### src/rtl/seq_alu_pipe.sv
// Nibble-serial ALU: loads A, B and an opcode as NIB-bit beats, then streams the WIDTH-bit result back LSB nibble first.
// Result beat 0 is valid 2 cycles after the opcode handshake; input and output never overlap, and out_data holds while out_ready is low.
module seq_alu_pipe #(
  parameter int WIDTH = 8,
  parameter int NIB   = 4
) (
  input  logic           clk,
  input  logic           reset_n,
  input  logic           in_valid,
  output logic           in_ready,
  input  logic [NIB-1:0] in_data,
  output logic           out_valid,
  input  logic           out_ready,
  output logic [NIB-1:0] out_data,
  output logic [4:0]     flags,
  output logic           busy
);

  localparam int N  = WIDTH / NIB;
  localparam int CW = (N > 1) ? $clog2(N) : 1;
  localparam int M  = WIDTH - 1;
  localparam logic [CW-1:0]    LAST = CW'(N - 1);
  localparam logic [WIDTH-1:0] WV   = WIDTH'(WIDTH);

  typedef enum logic [2:0] {LOAD_A, LOAD_B, LOAD_OP, EXEC, DRAIN} state_t;

  state_t           state, state_nxt;
  logic [CW-1:0]    cnt;
  logic [WIDTH-1:0] a, b, shreg;
  logic [3:0]       opcode;
  logic             cflag;
  logic             in_take, out_take;

  logic             cin, cy, ov, err;
  logic [WIDTH-1:0] s, alu_r, flag_v;
  logic [WIDTH:0]   add_r, sub_r, shl_r, shr_r, sar_r;
  logic             add_ov, sub_ov;

  always_ff @(posedge clk or negedge reset_n) begin
    if (!reset_n) state <= LOAD_A;
    else          state <= state_nxt;
  end

  always_comb begin
    state_nxt = state;
    in_ready  = 1'b0;
    out_valid = 1'b0;
    case (state)
      LOAD_A: begin
        in_ready = 1'b1;
        if (in_valid && cnt == LAST) state_nxt = LOAD_B;
      end
      LOAD_B: begin
        in_ready = 1'b1;
        if (in_valid && cnt == LAST) state_nxt = LOAD_OP;
      end
      LOAD_OP: begin
        in_ready = 1'b1;
        if (in_valid) state_nxt = EXEC;
      end
      EXEC: state_nxt = DRAIN;
      DRAIN: begin
        out_valid = 1'b1;
        if (out_ready && cnt == LAST) state_nxt = LOAD_A;
      end
      default: state_nxt = LOAD_A;
    endcase
  end

  assign in_take  = in_valid && in_ready;
  assign out_take = out_valid && out_ready;
  assign out_data = shreg[NIB-1:0];
  assign busy     = !(state == LOAD_A && cnt == '0);

  // Borrow-in shares the carry path: SBB subtracts C, ADC adds it.
  always_comb begin
    cin = (opcode == 4'hB || opcode == 4'hC) ? cflag : 1'b0;
    s     = b % WV;
    add_r = {1'b0, a} + {1'b0, b} + (WIDTH+1)'(cin);
    sub_r = {1'b0, a} - {1'b0, b} - (WIDTH+1)'(cin);
    shl_r = {1'b0, a} << s;
    shr_r = {a, 1'b0} >> s;
    sar_r = $signed({a, 1'b0}) >>> s;
    add_ov = (a[M] == b[M]) && (add_r[M] != a[M]);
    sub_ov = (a[M] != b[M]) && (sub_r[M] != a[M]);
    alu_r = '0;
    cy    = 1'b0;
    ov    = 1'b0;
    err   = 1'b0;
    case (opcode)
      4'h0, 4'hB: begin alu_r = add_r[M:0]; cy = add_r[WIDTH]; ov = add_ov; end
      4'h1, 4'hC: begin alu_r = sub_r[M:0]; cy = sub_r[WIDTH]; ov = sub_ov; end
      4'h2: alu_r = a & b;
      4'h3: alu_r = a | b;
      4'h4: alu_r = a ^ b;
      4'h5: alu_r = ~a;
      4'h6: alu_r = ~(a & b);
      4'h7: alu_r = ~(a | b);
      // The extra guard bit catches the last bit shifted out; it stays 0 for s=0.
      4'h8: begin alu_r = shl_r[M:0];     cy = shl_r[WIDTH]; end
      4'h9: begin alu_r = shr_r[WIDTH:1]; cy = shr_r[0];     end
      4'hA: begin alu_r = sar_r[WIDTH:1]; cy = sar_r[0];     end
      4'hD: begin alu_r = a; cy = sub_r[WIDTH]; ov = sub_ov; end
      4'hE: alu_r = b;
      default: err = 1'b1;
    endcase
    // CMP reports sign/zero of the subtraction, not of the passed-through A.
    flag_v = (opcode == 4'hD) ? sub_r[M:0] : alu_r;
  end

  always_ff @(posedge clk or negedge reset_n) begin
    if (!reset_n) begin
      cnt    <= '0;
      a      <= '0;
      b      <= '0;
      shreg  <= '0;
      opcode <= '0;
      flags  <= '0;
      cflag  <= 1'b0;
    end else begin
      if ((in_take && state != LOAD_OP) || out_take)
        cnt <= (cnt == LAST) ? '0 : cnt + CW'(1);
      if (in_take && state == LOAD_A) a[cnt*NIB +: NIB] <= in_data;
      if (in_take && state == LOAD_B) b[cnt*NIB +: NIB] <= in_data;
      if (in_take && state == LOAD_OP) opcode <= in_data[3:0];
      if (state == EXEC) begin
        shreg <= alu_r;
        flags <= {err, flag_v[M], flag_v == '0, cy, ov};
        cflag <= cy;
      end else if (out_take) begin
        shreg <= shreg >> NIB;
      end
    end
  end

endmodule

### config.mk
export PLATFORM = sky130hd
export DESIGN_NAME = seq_alu_pipe
export DESIGN_NICKNAME = d
export VERILOG_FILES = /design/src/rtl/seq_alu_pipe.sv
export SDC_FILE = /design/constraint.sdc
export NUM_CORES = 1
export LEC_CHECK = 0
export ABC_AREA = 1
export ABC_CLOCK_PERIOD_IN_PS = 4900
export CAP_MARGIN = 20
export CELL_PAD_IN_SITES_DETAIL_PLACEMENT = 1
export CELL_PAD_IN_SITES_GLOBAL_PLACEMENT = 1
export CORE_MARGIN = 8
export CORE_UTILIZATION = 40
export DETAILED_ROUTE_END_ITERATION = 8
export HOLD_SLACK_MARGIN = 0.06
export PLACE_DENSITY = 0.78
export SLEW_MARGIN = 20
export SYNTH_ARGS = -nofsm -noshare
export SYNTH_HDL_FRONTEND = slang
export SYNTH_SLANG_ARGS = --single-unit
### constraint.sdc
create_clock -name clk -period 4.9 [get_ports clk]
set_clock_uncertainty 0.2 [all_clocks]
set_input_delay 1.225 -clock clk [delete_from_list [all_inputs] [get_ports clk]]
set_output_delay 1.225 -clock clk [all_outputs]
set_load 0.01 [all_outputs]
==> key figures <==
Layout
  – Layout cells sized above 1: 2.44%
  – Commonest non-fill, non-tap cell in the layout: nand2_1
  – Final Util: 45.0%
  – Antenna diodes: 0
  – Area growth, synth to finish: 9.44%
  – Commonest cells after routing, fill and taps aside: nand2_1 (265), inv_1 (83), nor2_1 (82)
  – NumNets Final: 738

Route
  – DR vias/cell: 5.47
  – DRC: 0
  – WL final: 15300 um
  – Via Count: 4531
  – DR WL/cell: 18.5 um
  – DRT Pass-1 Iters: 5
  – Starting DRT DRC Count: 282
  – Final ANT Viol Nets: 0

Yosys
  – Async SR Flop Fraction: 100%
  – Sequential area share after synthesis: 23.0%
  – Synthesized area: 0.00402 mm2
  – Number of synthesized register bits: 37
  – Top cell type's share of synthesized area: 24.8%
  – Syn nets: 725
  – Synth top area cells: nand2_1 (25%), dfrtp_1 (23%), ha_1 (9.7%)
  – Yosys Warn Count: 0
  – Most used DFF post-synth: dfrtp_1
  – Synthesized area per cell: 5.89 um2
  – Number of synthesized flops with an enable pin: 0
  – Cells after synthesis: 682
  – Yosys top cell by area: nand2_1
  – Yosys cell types: 32

Worst setup path
  – Crit-path cells: nand2_1, inv_1, nand2_1, inv_1, o21ai_0, inv_1, fa_1, inv_1, ha_1, inv_1, nand2_1, nand3_1, nand3_1, nand3_1, nand3_1, nor2_1, nand3_1, nand2_1, nand4_1, nand2_1
  – Largest delay share family, worst path: simple AND/OR/NAND/NOR gates
  – Worst Path Max Fanout: 6
  – Critical Path Start: opcode[3]
  – R2r worst-path depth: 20
  – WP buf/inv: 5
  – R2r setup slk: 1.36 ns
  – Critical Path Source Type: register
  – Arr. time, crit path: 3.58 ns
  – WP depth: 20
  – Worst endpoint required time: 4.94 ns
  – Crit end category: register
  – Slowest cell on crit path: fa_1
  – Termination of the worst setup path: flags[2]
  – RR Endpoint: flags[2]
  – Biggest cell delay along the critical path: 0.52 ns
  – Reg2Reg Launch Point: opcode[3]
  – Critical path class: register to register

Floorplanning
  – Core ar.: 0.00977 mm2
  – Die Y: 116 um
  – Initial Util: 41.1%
  – Row cnt: 36
  – Die area: 0.0135 mm2
  – Chip Width: 116 um
  – I/O pin count: 20

Power and ir drop
  – Pleak: 2.35 nW
  – Overall power: 3.51 mW
  – IR drop worst, VDD: 0.348 mV
  – Power per Cell Area: 799 mW/mm2

Clock tree
  – CTS buffer count: 5
  – # hold bufs at CTS: 0
  – Longest Clk Path Bufs: 2
  – Clk root buf: clkbuf_8
  – Clock tree sinks: 37
  – TritonCTS clock tree: built
  – CTS HTree Levels: 2
  – Worst skew pair latency: 0.30 ns
  – Clock transition at path regs: 0.08 ns
  – Post-cts resize count: 0
  – # Post-CTS Setup Buffers: 0

Global route
  – First-pass GRT wire length: 25400 um
  – Largest net degree at the start of global routing: 38
  – Total Routing Usage GR: 24.2%
  – Global route total overflow: 0
  – Initial antenna violation count: 0
  – Vias in the first global route: 4709

Placement
  – Place WS: 1.42 ns
  – Gpl congestion: 0.974
  – IO buf count: 19
  – DP HPWL: 12400 um

STA
  – Period utilization: 72.3%
  – Worst rel slew slack: 43.9%
  – Final min period: 3.54 ns
  – Slew Viols, Final: 0
  – Fin. Hold Viols: 0
  – Total Neg Setup Slack: 0 ns
  – Final hold slack: 0.296 ns
  – Fmax: 282 MHz
  – RSZ-0062 raised after global routing: false
  – Slew of the pin with the lowest slew margin: 0.842 ns
  – # setup viols final: 0
  – Setup WS post-layout: 1.36 ns

Worst hold path
  – Worst hold path class: register to register

Flow run
  – Max Cap Violations: 0

Run status
  – Status: finished, final reports clean
==> layer usage <==
layer,part of all wire (%),vias up,track usage [%]
met3,4.9,20,3.21
met2,47,124,39.4
met4,2.4,0,7.61
met1,46,2204,32.4
li1,-,2183,-
met5,0,-,0
==> per-stage QoR <==
| step | std cells | cell area (um2) |
|---|---|---|
| 3_3_place_gp | 821 | 4290 |
| 3_5_place_dp | 821 | 4290 |
| 6_report | 829 | 4400 |
| 2_1_floorplan | 682 | 4020 |
| 4_1_cts | 829 | 4400 |
| 5_1_grt | 829 | 4400 |
==> power by group <==
group / internal, mW / switching (mW)
registers: 0.433 / 0.211
clock network: 0.153 / 0.123
logic: 0.820 / 1.77
==> cell type report <==
class	count	area, um2
inverter	85	319
multi-input combinational	544	2670
clock inverter	2	38.8
tap	133	166
clock buffer	6	72.6
sequential	37	926
fill	1434	5380
timing repair buffer	22	208
==> flip-flops by register name, summed over array words and instances (netlist names) <==
name,flops
flags,5
cnt,1
b,8
shreg,8
opcode,4
a,8
state,3
==> worst reg2reg max path: stages (launching register included) <==
cell and delay [ns]:
dfrtp_1 0.45, nand2_1 0.21, inv_1 0.11, nand2_1 0.08, inv_1 0.04, o21ai_0 0.37, inv_1 0.11, fa_1 0.52
inv_1 0.06, ha_1 0.17, inv_1 0.05, nand2_1 0.06, nand3_1 0.13, nand3_1 0.12, nand3_1 0.16, nand3_1 0.09
nor2_1 0.20, nand3_1 0.11, nand2_1 0.09, nand4_1 0.09, nand2_1 0.07
==> Yosys cell counts (2+ instances only) <==
master	number
nand2_1	265
inv_1	83
nor2_1	82
nand3_1	64
o21ai_0	39
dfrtp_1	37
ha_1	31
a21oi_1	19
nand4_1	9
buf_2	6
buf_4	5
nor3_1	5
fa_1	4
o22ai_1	4
clkbuf_1	3
nand3b_1	3
o311ai_0	3
a31oi_1	2
clkbuf_8	2
inv_2	2
o211ai_1	2
xor2_1	2
==> cell families (layout without fill, tap and decap cells) <==
family | count (synthesis) | count (layout) | synth area share, %
simple gates | 432 | 432 | 43.8
buf+inv | 101 | 115 | 10.6
compound gates | 74 | 74 | 10.2
xor+xnor | 3 | 3 | 0.654
flops | 37 | 37 | 23.0
fa+ha+maj | 35 | 35 | 11.6
==> worst min path at each step <==
stage,start,end,slack [ns],cells past startpoint
global placement,flags[2],flags[2],0.28,2
floorplan,shreg[3],shreg[3],0.26,2
global route,flags[3],flags[3],0.34,2
detailed placement,flags[2],flags[2],0.28,2
CTS,flags[2],flags[2],0.31,2
finish,flags[2],flags[2],0.30,2
No activity file was read; power rests on OpenSTA's default activity.
